### src/rtl/mem_port_arbiter_pkg.sv
// mem_arb_pkg: shared types and default sizes for mem_port_arbiter (state enum, requester id, DW/AW/DEPTH defaults)
package mem_arb_pkg;
  localparam int DW_DEF = 16;
  localparam int AW_DEF = 16;
  localparam int DEPTH_DEF = 500;
  typedef enum logic [1:0] {IDLE, ACCESS, RESP} state_e;
  typedef enum logic {FETCH, DATA} id_e;
endpackage

### src/rtl/mem_port_arbiter_if.sv
// mem_port_arbiter_if: fetch/data request+ack, shared rdata/err/busy and memory bus; master = requesters and memory, slave = arbiter
interface mem_port_arbiter_if #(
  parameter int DW = mem_arb_pkg::DW_DEF,
  parameter int AW = mem_arb_pkg::AW_DEF
);
  logic          f_req;
  logic [AW-1:0] f_addr;
  logic          f_ack;
  logic          d_req;
  logic          d_we;
  logic [AW-1:0] d_addr;
  logic [DW-1:0] d_wdata;
  logic          d_ack;
  logic [DW-1:0] rdata;
  logic          err;
  logic          busy;
  logic [AW-1:0] mem_addr;
  logic [DW-1:0] mem_datain;
  logic          mem_re;
  logic          mem_we;
  logic [DW-1:0] mem_dataout;
  modport master (
    output f_req, f_addr, d_req, d_we, d_addr, d_wdata, mem_dataout,
    input  f_ack, d_ack, rdata, err, busy, mem_addr, mem_datain, mem_re, mem_we
  );
  modport slave (
    input  f_req, f_addr, d_req, d_we, d_addr, d_wdata, mem_dataout,
    output f_ack, d_ack, rdata, err, busy, mem_addr, mem_datain, mem_re, mem_we
  );
endinterface

### src/rtl/mem_port_arbiter_rr_arb2.sv
// rr_arb2: combinational 2-way round-robin pick (req[0]=FETCH, req[1]=DATA, last = previous winner -> one-hot gnt, valid)
module rr_arb2 import mem_arb_pkg::*; (
  input  logic [1:0] req,
  input  id_e        last,
  output logic [1:0] gnt,
  output logic       valid
);
  always_comb begin
    gnt = &req ? (last == FETCH ? 2'b10 : 2'b01) : req;
    valid = |req;
  end
endmodule

### src/rtl/mem_port_arbiter.sv
// mem_port_arbiter: serialises fetch/data access to a single-port memory (clk, rst_n sync active-low, bus = mem_port_arbiter_if.slave; MEM_ARB_ADDR_CHECK_EN enables address range check)
module mem_port_arbiter import mem_arb_pkg::*; #(
  parameter int DW = DW_DEF,
  parameter int AW = AW_DEF,
  parameter int DEPTH = DEPTH_DEF
) (
  input logic clk,
  input logic rst_n,
  mem_port_arbiter_if.slave bus
);
`ifdef MEM_ARB_ADDR_CHECK_EN
  localparam bit CHK = 1'b1;
`else
  localparam bit CHK = 1'b0;
`endif
  state_e state_q, state_d;
  id_e last_q, last_d, id_q, id_d;
  logic [AW-1:0] addr_q, addr_d;
  logic we_q, we_d;
  logic [DW-1:0] wdata_q, wdata_d, rdata_q, rdata_d;
  logic [1:0] gnt;
  logic valid, grant, oor;
  rr_arb2 u_arb (.req({bus.d_req, bus.f_req}), .last(last_q), .gnt(gnt), .valid(valid));
  assign oor = CHK && (addr_q >= AW'(DEPTH));
  always_comb begin
    grant = state_q == IDLE && valid;
    state_d = state_q == IDLE ? (valid ? ACCESS : IDLE) : (state_q == ACCESS ? RESP : IDLE);
    id_d = grant ? (gnt[1] ? DATA : FETCH) : id_q;
    last_d = grant ? id_d : last_q;
    addr_d = grant ? (gnt[1] ? bus.d_addr : bus.f_addr) : addr_q;
    we_d = grant ? gnt[1] && bus.d_we : we_q;
    wdata_d = grant && gnt[1] ? bus.d_wdata : wdata_q;
    rdata_d = state_q == ACCESS && !we_q ? (oor ? '0 : bus.mem_dataout) : rdata_q;
  end
  always_ff @(posedge clk) begin
    if (!rst_n) begin
      state_q <= IDLE;
      last_q <= FETCH;
      id_q <= FETCH;
      addr_q <= '0;
      we_q <= 1'b0;
      wdata_q <= '0;
      rdata_q <= '0;
    end else begin
      state_q <= state_d;
      last_q <= last_d;
      id_q <= id_d;
      addr_q <= addr_d;
      we_q <= we_d;
      wdata_q <= wdata_d;
      rdata_q <= rdata_d;
    end
  end
  assign bus.mem_addr = addr_q;
  assign bus.mem_datain = wdata_q;
  assign bus.mem_re = rst_n && state_q == ACCESS && !we_q && !oor;
  assign bus.mem_we = rst_n && state_q == ACCESS && we_q && !oor;
  assign bus.f_ack = state_q == RESP && id_q == FETCH;
  assign bus.d_ack = state_q == RESP && id_q == DATA;
  assign bus.err = state_q == RESP && oor;
  assign bus.busy = state_q != IDLE;
  assign bus.rdata = rdata_q;
endmodule

### src/flat_wrapper.sv
// flat-port wrapper written by rule: the top's interface ports become plain ports
module mem_port_arbiter_flat import mem_arb_pkg::*;
#(
  parameter int DW = DW_DEF,
  parameter int AW = AW_DEF,
  parameter int DEPTH = DEPTH_DEF
)
  (clk, rst_n, bus_f_req, bus_f_addr, bus_d_req, bus_d_we, bus_d_addr, bus_d_wdata, bus_mem_dataout, bus_f_ack, bus_d_ack, bus_rdata, bus_err, bus_busy, bus_mem_addr, bus_mem_datain, bus_mem_re, bus_mem_we);
  mem_port_arbiter_if #(.DW(DW), .AW(AW)) bus_i ();
  input logic clk;
  input logic rst_n;
  input wire logic [$bits(bus_i.f_req)-1:0] bus_f_req;
  input wire logic [$bits(bus_i.f_addr)-1:0] bus_f_addr;
  input wire logic [$bits(bus_i.d_req)-1:0] bus_d_req;
  input wire logic [$bits(bus_i.d_we)-1:0] bus_d_we;
  input wire logic [$bits(bus_i.d_addr)-1:0] bus_d_addr;
  input wire logic [$bits(bus_i.d_wdata)-1:0] bus_d_wdata;
  input wire logic [$bits(bus_i.mem_dataout)-1:0] bus_mem_dataout;
  output wire logic [$bits(bus_i.f_ack)-1:0] bus_f_ack;
  output wire logic [$bits(bus_i.d_ack)-1:0] bus_d_ack;
  output wire logic [$bits(bus_i.rdata)-1:0] bus_rdata;
  output wire logic [$bits(bus_i.err)-1:0] bus_err;
  output wire logic [$bits(bus_i.busy)-1:0] bus_busy;
  output wire logic [$bits(bus_i.mem_addr)-1:0] bus_mem_addr;
  output wire logic [$bits(bus_i.mem_datain)-1:0] bus_mem_datain;
  output wire logic [$bits(bus_i.mem_re)-1:0] bus_mem_re;
  output wire logic [$bits(bus_i.mem_we)-1:0] bus_mem_we;
  assign bus_i.f_req = bus_f_req;
  assign bus_i.f_addr = bus_f_addr;
  assign bus_i.d_req = bus_d_req;
  assign bus_i.d_we = bus_d_we;
  assign bus_i.d_addr = bus_d_addr;
  assign bus_i.d_wdata = bus_d_wdata;
  assign bus_i.mem_dataout = bus_mem_dataout;
  assign bus_f_ack = bus_i.f_ack;
  assign bus_d_ack = bus_i.d_ack;
  assign bus_rdata = bus_i.rdata;
  assign bus_err = bus_i.err;
  assign bus_busy = bus_i.busy;
  assign bus_mem_addr = bus_i.mem_addr;
  assign bus_mem_datain = bus_i.mem_datain;
  assign bus_mem_re = bus_i.mem_re;
  assign bus_mem_we = bus_i.mem_we;
  mem_port_arbiter #(.DW(DW), .AW(AW), .DEPTH(DEPTH)) u_core (.clk(clk), .rst_n(rst_n), .bus(bus_i));
endmodule
### config.mk
export PLATFORM = sky130hd
export DESIGN_NAME = mem_port_arbiter_flat
export DESIGN_NICKNAME = d
export VERILOG_FILES = /design/src/rtl/mem_port_arbiter_pkg.sv /design/src/rtl/mem_port_arbiter_if.sv /design/src/rtl/mem_port_arbiter_rr_arb2.sv /design/src/rtl/mem_port_arbiter.sv /design/src/flat_wrapper.sv
export SDC_FILE = /design/constraint.sdc
export NUM_CORES = 1
export LEC_CHECK = 0
export BUFFER_PORTS_ARGS = -buffer_cell sky130_fd_sc_hd__buf_4
export CORE_MARGIN = 2
export CORE_UTILIZATION = 30
export CTS_CLUSTER_DIAMETER = 40
export DETAILED_ROUTE_END_ITERATION = 8
export GPL_TIMING_DRIVEN = 0
export PLACE_DENSITY = 0.54
export SETUP_SLACK_MARGIN = 0.3
export SLEW_MARGIN = 10
export SYNTH_ARGS = -nofsm -noshare
export SYNTH_HDL_FRONTEND = slang
export SYNTH_SLANG_ARGS = --single-unit
### constraint.sdc
create_clock -name clk -period 1.55 [get_ports clk]
set_clock_uncertainty 0.15 [all_clocks]
set_input_delay 0.0775 -clock clk [delete_from_list [all_inputs] [get_ports clk]]
set_output_delay 0.0775 -clock clk [all_outputs]
set_load 0.005 [all_outputs]
# Word level (Yosys, flattened, before mapping)
# Index checks and enable logic that the tools add are counted.
[op_classes]
eq_ne = 2
div_mod_pow = 0
muxes = 8
reduce_logical = 14
bitwise_logic = 1
multipliers = 0
magnitude_cmp = 0
add_sub_neg = 0
n_shift = 0
[op_table]
columns = ["cell", "count"]
rows = [
  ["two-way mux 16 bit", 1],
  ["logical AND 1 bit", 9],
  ["two-way mux 2 bit", 4],
  ["two-way mux 1 bit", 3],
  ["== test 2 x 1 -> 1 bit, second input constant", 1],
  ["== test 2 bit, second input constant", 1],
  ["zero test 2 bit", 1],
  ["AND reduction 2 bit", 1],
  ["nonzero test 2 bit", 1],
  ["OR reduction 2 bit", 1],
  ["zero test 1 bit", 1],
  ["NOT 1 bit", 1],
]
[totals]
out_inout_bits = 54
ff_bits = 53
mem_bits_rw = 0
mem_count = 0
mem_bits_ro = 0
word_cells = 32
in_bits = 69
latch_bits = 0

# Depth between registers and ports, before layout
[depth]
word_depth = 4
depth_mapped = 5
depth_no_buf = 4

# Hierarchy
# A second synthesis with hierarchy kept.
[unflattened]
hier_cells = 262
hier_area_um2 = 2454.9
[modules_own_cells]
columns = ["module", "area_each_um2", "seq_area_each_um2", "cells_each", "n_inst"]
rows = [
  ["mem_port_arbiter", 2429.8, 1061.0, 258, 1],
  ["rr_arb2", 25.0, 0.0, 4, 1],
]

# Worst setup path before layout
# No wires, ideal clock.
[synth_path]
kind = "register to register"
startpoint = "reg u_core.state_q[0]"
endpoint = "reg u_core.rdata_q[10] (netlist: u_core.bus.rdata[10])"
synth_period_minus_slack_ps = 1375
t_required_ps = 1268
arrival_ps = 1093
n_path_buf = 2
setup_time_ps = 132
path_stages_with_launch = 6
slack_ps = 175
cell_sequence = "dfxtp_1 or3b_1 buf_2 buf_6 nand2_1 a21oi_1"
[synth_via]
elab_chain_cells = 2
[synth_rtl]
columns = ["element", "line", "rtl"]
rows = [
  ["from (decl)", "mem_port_arbiter.sv:16", "state_e state_q, state_d;"],
  ["from (signal assigned)", "mem_port_arbiter.sv:45", "state_q <= state_d;"],
  ["== test 2 x 1 -> 1 bit", "mem_port_arbiter.sv:33", "rdata_d = state_q == ACCESS && !we_q ? (oor ? '0 : bus.mem_dataout) : rdata_q;"],
  ["logical AND 1 bit", "mem_port_arbiter.sv:33", ""],
  ["to (signal assigned)", "mem_port_arbiter.sv:51", "rdata_q <= rdata_d;"],
  ["to (decl)", "mem_port_arbiter.sv:20", "logic [DW-1:0] wdata_q, wdata_d, rdata_q, rdata_d;"],
]
# No other way between the ends.
# A chain may end at the register's enable or synchronous reset.

# Worst setup path after layout
[layout_path]
startpoint = "reg u_core.state_q[0]"
endpoint = "out bus_mem_re"
[layout_via]
elab_chain_cells = 3
[layout_rtl]
columns = ["element", "line", "rtl"]
rows = [
  ["== test 2 x 1 -> 1 bit", "mem_port_arbiter.sv:56", "assign bus.mem_re = rst_n && state_q == ACCESS && !we_q && !oor;"],
  ["logical AND 1 bit (2 in a row)", "mem_port_arbiter.sv:56", ""],
  ["to (decl)", "flat_wrapper.sv:26", "output wire logic [$bits(bus_i.mem_re)-1:0] bus_mem_re;"],
]
# No other way between the ends.

==> summary.txt <==
Worst setup path
  – Slowest stage cell, crit path: dfxtp_4
  – Crit path largest cell delay: 370 ps
  – CP max FO: 3
  – CP dominant cell by count: buf_6
  – Cells on worst reg2reg path: 9
  – Reg2reg start: u_core.state_q[1]
  – Crit path buffers/inverters: 3
  – Startpoint types: register
  – CP arrival: 1450 ps
  – Worst Path Required: ~1300 ps
  – Crit path max-delay family: simple AND/OR/NAND/NOR gates
  – CP Capture Type: output pin
  – Setup CP Type: reg -> out
  – Cell Chain, Critical Path: or3b_1 > buf_6 > buf_8 > nor2_4 > buf_6
  – R2R Setup Slk: -110 ps
  – Reg-to-reg critical path endpoint: u_core.bus.mem_datain[6]

STA
  – Highest clock rate: 0.598 GHz
  – Setup TNS Final: -1330 ps
  – PnR worst setup slack: -123 ps
  – Fin crit share: 108%
  – Hold Slack: -0.785 ps
  – Worst Tran Pin Value: 760 ps
  – Final Setup Violations: 25
  – Hold Fails Final Rpt: 1
  – Min Tclk post-route: 1670 ps
  – Max_slew headroom: between 40 and 50%
  – Unrepaired setup endpoints after global routing: yes
  – Max-slew violation count: 0

Finish
  – Most frequent cells in the layout: buf_4, dlygate4sd3_1, nand2_1, dfxtp_1, a21oi_2
  – Register area: 0.00107 sq mm
  – Share of layout cells above drive strength 1: 55.2%
  – Multi-input logic area: 0.00137 sq mm
  – Final nets: 552
  – FILL cells: 562
  – Commonest non-fill, non-tap cell in the layout: buf_4
  – Synth-to-Final Area Change: 128%
  – Ant. Diodes: 0

Power
  – Sequential Power Share: 40.3%
  – Pwr Density: 800 mW/mm^2
  – Combinational share of power: 33.9%
  – P_leak: slightly above 2 nW
  – Clock Power Share: 25.7%
  – Switching power: 1.10 mW
  – VDD IR-drop max: 0.434 mV
  – Sw Ratio: 28.5%
  – Internal power: 2.76 mW

Global routing
  – Remaining global-route overflow: 0
  – First-pass GRT wire length: approximately 13,000 microns
  – Initial antenna violation count: 0
  – Tot GR Track Use: about 22%
  – Vias in the first global route: 2,776
  – Largest net degree at the start of global routing: 17

Run status
  – Status: complete, but fails checks
  – Failing checks: negative hold slack, negative setup slack

Routing
  – Remaining DRCs: 0
  – Final WL: between 8000 and 9000 microns
  – Via Count: 2,760
  – Initial drt markers: 116
  – Per-cell routed wire length: 15.0 microns
  – First-pass iteration count of the detailed router: 4
  – Post-route ant nets: 0
  – Avg Vias per Cell: 4.76

Clocking
  – H-tree depth: 2
  – CTS Root Buffer Type: clkbuf_8
  – Clock-pin slew on the worst setup and hold paths: roughly 90 ps
  – CTS buffer count: 5
  – TritonCTS clock tree: done
  – Skew-Pair Late Insertion Delay: 310 ps
  – Sink Count: 53
  – Clk buf depth: 2

Synth
  – Syn Nets: 330
  – Post-Synthesis Cell Area: 0.00212 sq mm
  – Synth unique cells: 27
  – Largest cells by area after synthesis: dfxtp_1, nand2_1, a21oi_1
  – Yosys top cell by area: dfxtp_1
  – Post-synthesis sequential area ratio: around half
  – Yosys warns: 0
  – Synth Area per Inst: about 8 sq um
  – Yosys reg bits: 53
  – Synth Instances: 261
  – Synth top area share: 50.0%

Placed design
  – Gpl congestion: 0.790
  – Post-DP HPWL: 5010 microns
  – IO buf count: 121
  – DP Worst Slack: -120 ps

Floorplanning
  – Die X: 88.1 microns
  – Die Area: 0.00776 sq mm
  – Starting Density: 31.0%
  – FP Rows: 30
  – Core area: around 0.0068 sq mm
  – Top Ports: 123
  – Die Y-Extent: 88.1 microns

Min path
  – Hold endpoint: u_core.state_q[1]
  – Min-delay src: rst_n
  – Type of the worst min-delay path: in -> reg
  – Hold path cells: 3

Run
  – Max Cap Viol: 0
==> power by group through the flow <==
stage	Clock [mW]	Sequential, mW	Combinational [mW]
6_report	0.994	1.56	1.31
5_1_grt	1.06	1.57	1.40
4_1_cts	1.02	1.54	1.18
3_5_place_dp	0	1.57	0.731
3_3_place_gp	0	1.57	0.727
2_1_floorplan	0	1.57	0.321
==> final cells by class <==
cell class,count,share of cell area [%]
Inverter,2,0.207
Buffer,23,4.30
Clock inverter,2,0.777
Clock buffer,6,1.71
Sequential cell,53,22.1
Tap cell,96,2.49
Timing Repair Buffer,215,40.0
Multi-Input combinational cell,183,28.4
==> logic make-up (layout without fill, tap and decap cells) <==
logic type / Yosys count / after routing / share of synthesized area (%)
other cells: 1 / 1 / 0.177
buf+inv: 25 / 248 / 6.08
simple gates: 95 / 95 / 19.8
compound gates: 87 / 87 / 24.0
flops: 53 / 53 / 50.0
==> synthesized netlist by cell type, drive strengths merged <==
| cell type | count |
|---|---|
| and3b | 1 |
| and2 | 1 |
| a21oi | 50 |
| nor2 | 4 |
| clkbuf | 10 |
| nor3 | 1 |
| buf | 13 |
| nand2 | 67 |
| a21boi | 1 |
| o21ai | 18 |
| nand3 | 16 |
| a311oi | 16 |
| or2 | 1 |
| a21bo | 1 |
| nor3b | 3 |
| o22ai | 1 |
| inv | 2 |
| or3b | 1 |
| conb | 1 |
| dfxtp | 53 |
==> what timing repair did <==
item,CTS,global route
resized for setup,102,66
setup endpoints to repair,56,57
endpoints found under the hold margin,51,1
hold buffers,66,1
pin swaps,55,35
gates cloned,4,0
setup buffers,21,2
==> flip-flops by register name, summed over array words and instances, names as in the netlist <==
name                   count
u_core.bus.mem_addr       16
u_core.bus.mem_datain     16
u_core.bus.rdata          16
u_core.id_q                1
u_core.last_q              1
u_core.state_q             2
u_core.we_q                1
==> routing by layer <==
layer	wire, microns	track usage, %	vias to the layer above
met1	3540	24.6	1296
li1	-	-	1352
met5	0	0	-
met2	4500	39.7	91
met4	193	6.47	0
met3	459	5.18	21
==> stage by stage <==
stage / total power, mW / hold slack [ps] / util (%) / instances / cell area, sq um
2_1_floorplan: 1.89 / 63.5 / - / 261 / 2130
3_3_place_gp: 2.29 / 181 / 46.2 / 478 / 3160
3_5_place_dp: 2.30 / 186 / 46.2 / 478 / 3160
4_1_cts: 3.74 / -98.2 / 66.6 / 577 / 4550
5_1_grt: 4.03 / 5.18 / 70.7 / 580 / 4830
6_report: 3.86 / -0.785 / 70.7 / 580 / 4830
==> worst reg2reg max path: cells and delay by family, from the launching register on <==
kind            cells  cell delay, ps
compound gates      1             130
flops               1             360
buf+inv             6             700
simple gates        2             260
==> worst max path at each step <==
stage | depth (start not counted) | start | end | slack (ps)
finish | 5 | u_core.state_q[0] | bus_mem_re | -120
global route | 9 | u_core.state_q[1] | u_core.bus.mem_datain[8] | -180
CTS | 5 | u_core.state_q[1] | bus_mem_re | -140
floorplan | 5 | u_core.state_q[1] | u_core.bus.mem_addr[11] | 220
global placement | 5 | u_core.state_q[1] | u_core.bus.mem_addr[6] | -100
detailed placement | 5 | u_core.state_q[1] | u_core.bus.mem_addr[14] | -120
No activity file was read; power rests on OpenSTA's default activity.
